**src/rtl/imem_loader_if.sv**
```systemverilog
// imem_loader_if: loader byte stream, fetch read port and load status of the instruction memory
interface imem_loader_if #(
    parameter int ADDR_W = 5
);
    logic              ld_valid;
    logic [7:0]        ld_data;
    logic              ld_last;
    logic              ld_ready;
    logic [31:0]       fetch_addr;
    logic [31:0]       fetch_instr;
    logic              cpu_hold;
    logic              load_done;
    logic              load_err;
    logic [ADDR_W:0]   load_words;

    modport master (
        output ld_valid, ld_data, ld_last, fetch_addr,
        input  ld_ready, fetch_instr, cpu_hold, load_done, load_err, load_words
    );

    modport slave (
        input  ld_valid, ld_data, ld_last, fetch_addr,
        output ld_ready, fetch_instr, cpu_hold, load_done, load_err, load_words
    );
endinterface

```
**src/rtl/imem_loader.sv**
```systemverilog
// imem_loader: packs a byte stream into instruction memory words, holds the CPU until loaded, serves registered fetch reads; CHECKSUM_EN adds a trailing XOR checksum byte
module imem_loader #(
    parameter int DEPTH_WORDS = 32,
    parameter int ADDR_W      = 5
) (
    input logic          clk,
    input logic          reset,
    imem_loader_if.slave bus
);
`ifdef CHECKSUM_EN
    typedef enum logic [1:0] {LOAD, DONE, ERR, CHK} state_t;
    localparam state_t FIN = CHK;
    logic [7:0] csum;
`else
    typedef enum logic [1:0] {LOAD, DONE, ERR} state_t;
    localparam state_t FIN = DONE;
`endif
    state_t state, state_nx;
    logic [31:0] mem [DEPTH_WORDS];
    logic [31:0] instr;
    logic [23:0] shift;
    logic [1:0] byte_cnt;
    logic [ADDR_W:0] words;
    logic accept, full, load_acc;
    assign accept = bus.ld_valid & bus.ld_ready;
    // words never exceeds DEPTH_WORDS, a power of two, so the top bit marks a full memory
    assign full = words[ADDR_W];
    assign load_acc = accept & (state == LOAD) & ~full;
    always_ff @(posedge clk or posedge reset) begin
        if (reset) state <= LOAD;
        else state <= state_nx;
    end
    always_comb begin
        state_nx = state;
        if (accept && state == LOAD)
            state_nx = full || (bus.ld_last && byte_cnt != 2'd3) ? ERR : bus.ld_last ? FIN : LOAD;
`ifdef CHECKSUM_EN
        if (accept && state == CHK) state_nx = bus.ld_data == csum ? DONE : ERR;
`endif
    end
    always_comb begin
        bus.ld_ready  = state != DONE && state != ERR;
        bus.cpu_hold  = state != DONE;
        bus.load_done = state == DONE;
        bus.load_err  = state == ERR;
    end
    always_ff @(posedge clk or posedge reset) begin
        if (reset) begin
            byte_cnt <= '0;
            shift    <= '0;
            words    <= '0;
            instr    <= '0;
`ifdef CHECKSUM_EN
            csum     <= '0;
`endif
        end else begin
            if (load_acc) begin
                byte_cnt <= byte_cnt + 2'd1;
                if (byte_cnt == 2'd3) words <= words + 1'b1;
                else shift[8*byte_cnt +: 8] <= bus.ld_data;
`ifdef CHECKSUM_EN
                csum <= csum ^ bus.ld_data;
`endif
            end
            instr <= bus.fetch_addr[31:ADDR_W+2] == '0 ? mem[bus.fetch_addr[ADDR_W+1:2]] : '0;
        end
    end
    always_ff @(posedge clk)
        if (load_acc && byte_cnt == 2'd3) mem[words[ADDR_W-1:0]] <= {bus.ld_data, shift};
    assign bus.fetch_instr = instr;
    assign bus.load_words  = words;
endmodule
```
**src/flat_wrapper.sv**
```systemverilog
// flat-port wrapper written by rule: the top's interface ports become plain ports
module imem_loader_flat 
#(
    parameter int DEPTH_WORDS = 32,
    parameter int ADDR_W      = 5
)
  (clk, reset, bus_ld_valid, bus_ld_data, bus_ld_last, bus_fetch_addr, bus_ld_ready, bus_fetch_instr, bus_cpu_hold, bus_load_done, bus_load_err, bus_load_words);
  imem_loader_if #(.ADDR_W(ADDR_W)) bus_i ();
  input logic clk;
  input logic reset;
  input wire logic [$bits(bus_i.ld_valid)-1:0] bus_ld_valid;
  input wire logic [$bits(bus_i.ld_data)-1:0] bus_ld_data;
  input wire logic [$bits(bus_i.ld_last)-1:0] bus_ld_last;
  input wire logic [$bits(bus_i.fetch_addr)-1:0] bus_fetch_addr;
  output wire logic [$bits(bus_i.ld_ready)-1:0] bus_ld_ready;
  output wire logic [$bits(bus_i.fetch_instr)-1:0] bus_fetch_instr;
  output wire logic [$bits(bus_i.cpu_hold)-1:0] bus_cpu_hold;
  output wire logic [$bits(bus_i.load_done)-1:0] bus_load_done;
  output wire logic [$bits(bus_i.load_err)-1:0] bus_load_err;
  output wire logic [$bits(bus_i.load_words)-1:0] bus_load_words;
  assign bus_i.ld_valid = bus_ld_valid;
  assign bus_i.ld_data = bus_ld_data;
  assign bus_i.ld_last = bus_ld_last;
  assign bus_i.fetch_addr = bus_fetch_addr;
  assign bus_ld_ready = bus_i.ld_ready;
  assign bus_fetch_instr = bus_i.fetch_instr;
  assign bus_cpu_hold = bus_i.cpu_hold;
  assign bus_load_done = bus_i.load_done;
  assign bus_load_err = bus_i.load_err;
  assign bus_load_words = bus_i.load_words;
  imem_loader #(.DEPTH_WORDS(DEPTH_WORDS), .ADDR_W(ADDR_W)) u_core (.clk(clk), .reset(reset), .bus(bus_i));
endmodule
```
**config.mk**
```make
export PLATFORM = sky130hd
export DESIGN_NAME = imem_loader_flat
export DESIGN_NICKNAME = d
export VERILOG_FILES = /design/src/rtl/imem_loader_if.sv /design/src/rtl/imem_loader.sv /design/src/flat_wrapper.sv
export SDC_FILE = /design/constraint.sdc
export NUM_CORES = 1
export LEC_CHECK = 0
export CAP_MARGIN = 20
export CORE_MARGIN = 2
export CORE_UTILIZATION = 60
export CTS_CLUSTER_SIZE = 20
export DETAILED_ROUTE_END_ITERATION = 10
export GPL_TIMING_DRIVEN = 1
export PLACE_DENSITY = 0.81
export SYNTH_ARGS = -nofsm -noshare
export SYNTH_HDL_FRONTEND = slang
export SYNTH_SLANG_ARGS = --single-unit
```
**constraint.sdc**
```tcl
create_clock -name clk -period 10.2 [get_ports clk]
set_clock_uncertainty 0.1 [all_clocks]
set_input_delay 2.04 -clock clk [delete_from_list [all_inputs] [get_ports clk]]
set_output_delay 2.04 -clock clk [all_outputs]
set_load 0.005 [all_outputs]
```
==> run metrics <==
status=finished, final reports clean; post-route clock period utilization=0.510; Vias/cell=6.77; number of synthesized flops with an enable pin=1024; DRC=0; Port Buf Inserts=83; crit path time final=5.20 ns; sequential share of power=0.561; worst slew margin relative to its limit=0.253; Worst Hold Class=flip-flop to flip-flop; Worst Path Max Fanout=17; worst slew pin tran=1.12 ns; vias in the first global route=22.3k; leading cell type in the layout, fill and taps excluded=edfxtp_1; Antenna Nets Post-Route=0; Syn Nets=2132; post-synthesis simple-gate area fraction=0.0174; # H-tree levels=3; Gates resized, CTS repair=0; Root Buffer=clkbuf_16; register area share after synthesis=0.772; Slowest Stage Delay on Critical Path=0.87 ns; final hold viol count=0; WP data arrival=5.40 ns; Adder-Cell Fraction of Synth Area=0.00358; Synth Area in Compound Gates=0.0543; fraction of layout cells with a size suffix above 1=0.187; Max clock buf depth=3; pin count of the biggest net entering global routing=118; Ys Warns=0; Worst EP required=10.39 ns; First DRT Iteration DRCs=2895; post-synthesis mux area share=0.130; internal power=0.00776 W; total track usage=0.285; fmax=192 MHz; setup violators final=0; Final Max Tran Viols=0; ys flop type=edfxtp_1; HPWL after detailed placement=52700 microns; Routed WL per cell=31.4 microns; Lkg Pwr=15.8 nW; I/O pin count=86; die area=72100 sq um; number of max-cap violations=0; RSZ-0062 raised after global routing=no; count of unique library cells instantiated by Yosys=42; CTS sink cnt=1090; Final Non-Filler Cells=3230; Final Wtd Congestion=0.792; worst skew pair latency=0.67 ns; Comb power frac=0.058; clk slew on worst S/H paths=0.06 ns; final core occ=0.689; sw frac=0.232; initial antenna violation count=2; main combinational cell family by area after synthesis=multiplexers; Async SR Flop Fraction=0.0606; DRT Pass-1 Iters=6; pwr dens=213 nW/um^2; switching power total=0.00234 W; Crit. End Element=flip-flop; die width=269 microns; Clock Power Share=0.381; WL final=101000 microns; WP buf/inv=2; Worst setup SP type=primary input; TNS Setup=0 ns; post-CTS setup buffer count=0; # hold bufs at CTS=0; mapped cell area=42000 sq um; synthesized area per cell=20.2 sq um; Synth-to-Final Area Change=13.1%; Fillers=4036; Gate Count Post-Synth=2076; Initial Util=0.609; Worst VDD drop=0.178 mV; num rows=96; Crit Path Category=primary input to flip-flop; worst path cell trace=clkdlybuf4s50_1 > nand3b_1 > nor3_2 > nand2_1 > nor2_4 > buf_4; CTS Buf Count=103; Yosys reg bits=1090; CP top delay family=simple AND/OR/NAND/NOR gates; Antenna diodes=0; DR vias=21.9k; first-pass GRT wire length=146000 microns; Die Y-Extent=269 microns; CORE AREA=68900 sq um; placed cell count=3034; xor-xnor portion of the synthesized cell area=0.000834; # nets final=2266; CTS tree=done; GR Overflow Total=0; commonest cells after routing, fill and taps aside=edfxtp_1 (1024), mux2i_1 (256), a22oi_1 (128), mux4_2 (128), clkbuf_16 (107); slowest CP cell=nor2_4; Total Power=0.0101 W
==> flip-flops by register name (all words and copies together), names as in the netlist <==
register and count:
u_core.mem 1024, u_core.bus.fetch_instr 32, u_core.shift 24, u_core.bus.load_words 6
u_core.byte_cnt 2, u_core.state 2
==> Yosys cell counts, drive strengths merged, types with 7 or more instances <==
cell type | count | area, sq um
clkbuf | 43 | 184
ha | 12 | 150
o22ai | 32 | 200
inv | 35 | 131
mux2i | 256 | 2560
o21ai | 27 | 135
a22oi | 128 | 961
nand3 | 28 | 140
a2111oi | 32 | 480
o211ai | 64 | 480
nor2 | 29 | 109
mux4 | 128 | 2880
nand2 | 43 | 161
edfxtp | 1024 | 30700
dfrtp | 66 | 1650
buf | 81 | 634
nor3 | 7 | 40.0
==> final timing paths <==
kind	slack (ns)	from	cells past startpoint	endpoint
min reg2reg	0.44	u_core.state[1]	2	u_core.state[1]
min in group asynchronous	1.54	reset	2	u_core.bus.fetch_instr[21]
min	0.44	u_core.state[1]	2	u_core.state[1]
max	5.00	bus_ld_valid	6	u_core.mem[14][16]
max in group asynchronous	7.21	reset	3	u_core.bus.fetch_instr[20]
max reg2reg	5.97	u_core.state[0]	7	u_core.mem[14][16]
==> area by class of cell <==
cell class | count | area [sq um] | area share
Sequential cell | 1090 | 32400 | 0.682
Multi-Input combinational cell | 827 | 8930 | 0.188
Clock buffer | 143 | 2870 | 0.0605
Timing Repair Buffer | 153 | 1460 | 0.0308
Tap cell | 931 | 1160 | 0.0245
Clock inverter | 51 | 523 | 0.0110
Inverter | 35 | 133 | 0.00279
==> per-layer routing <==
layer,GRT usage,share of wire,up-vias,wire (microns)
met5,0,0.00011,-,11
met4,0.116,0.036,2,3660
met3,0.0589,0.11,228,10700
met2,0.463,0.50,1492,50300
met1,0.385,0.36,11300,36700
li1,-,-,8825,-
==> cells by family (layout without fill, tap and decap cells) <==
logic type,count (synthesis),in the layout
compound gates,286,286
fa+ha+maj,12,12
simple gates,141,141
mux,384,384
flops,1090,1090
xor+xnor,4,4
buf+inv,159,382
==> worst register-to-register path: cells and delay by family (launching register included) <==
kind                     cells  cell delay (ns)
adder cells (fa/ha/maj)      1             0.32
flip-flops                   1             0.39
AND/OR/NAND/NOR              4             2.43
buffers and inverters        2             0.62
==> power groups by stage <==
stage | clock network (W) | logic [W] | registers, W
after floorplan | 0 | 0.000362 | 0.00560
after detailed placement | 0 | 0.000561 | 0.00575
after global placement | 0 | 0.000537 | 0.00571
after CTS | 0.00387 | 0.000574 | 0.00566
after global routing | 0.00404 | 0.000620 | 0.00570
final | 0.00385 | 0.000582 | 0.00567
==> per-stage QoR <==
stage	setup WS [ns]	hold WS, ns	cell area (sq um)
finish	5.00	0.444	47500
global placement	4.58	0.412	44000
detailed placement	4.43	0.410	44000
CTS	5.11	0.447	47400
global route	4.90	0.494	47500
floorplan	4.41	0.375	42000
No activity file was read; power rests on OpenSTA's default activity.
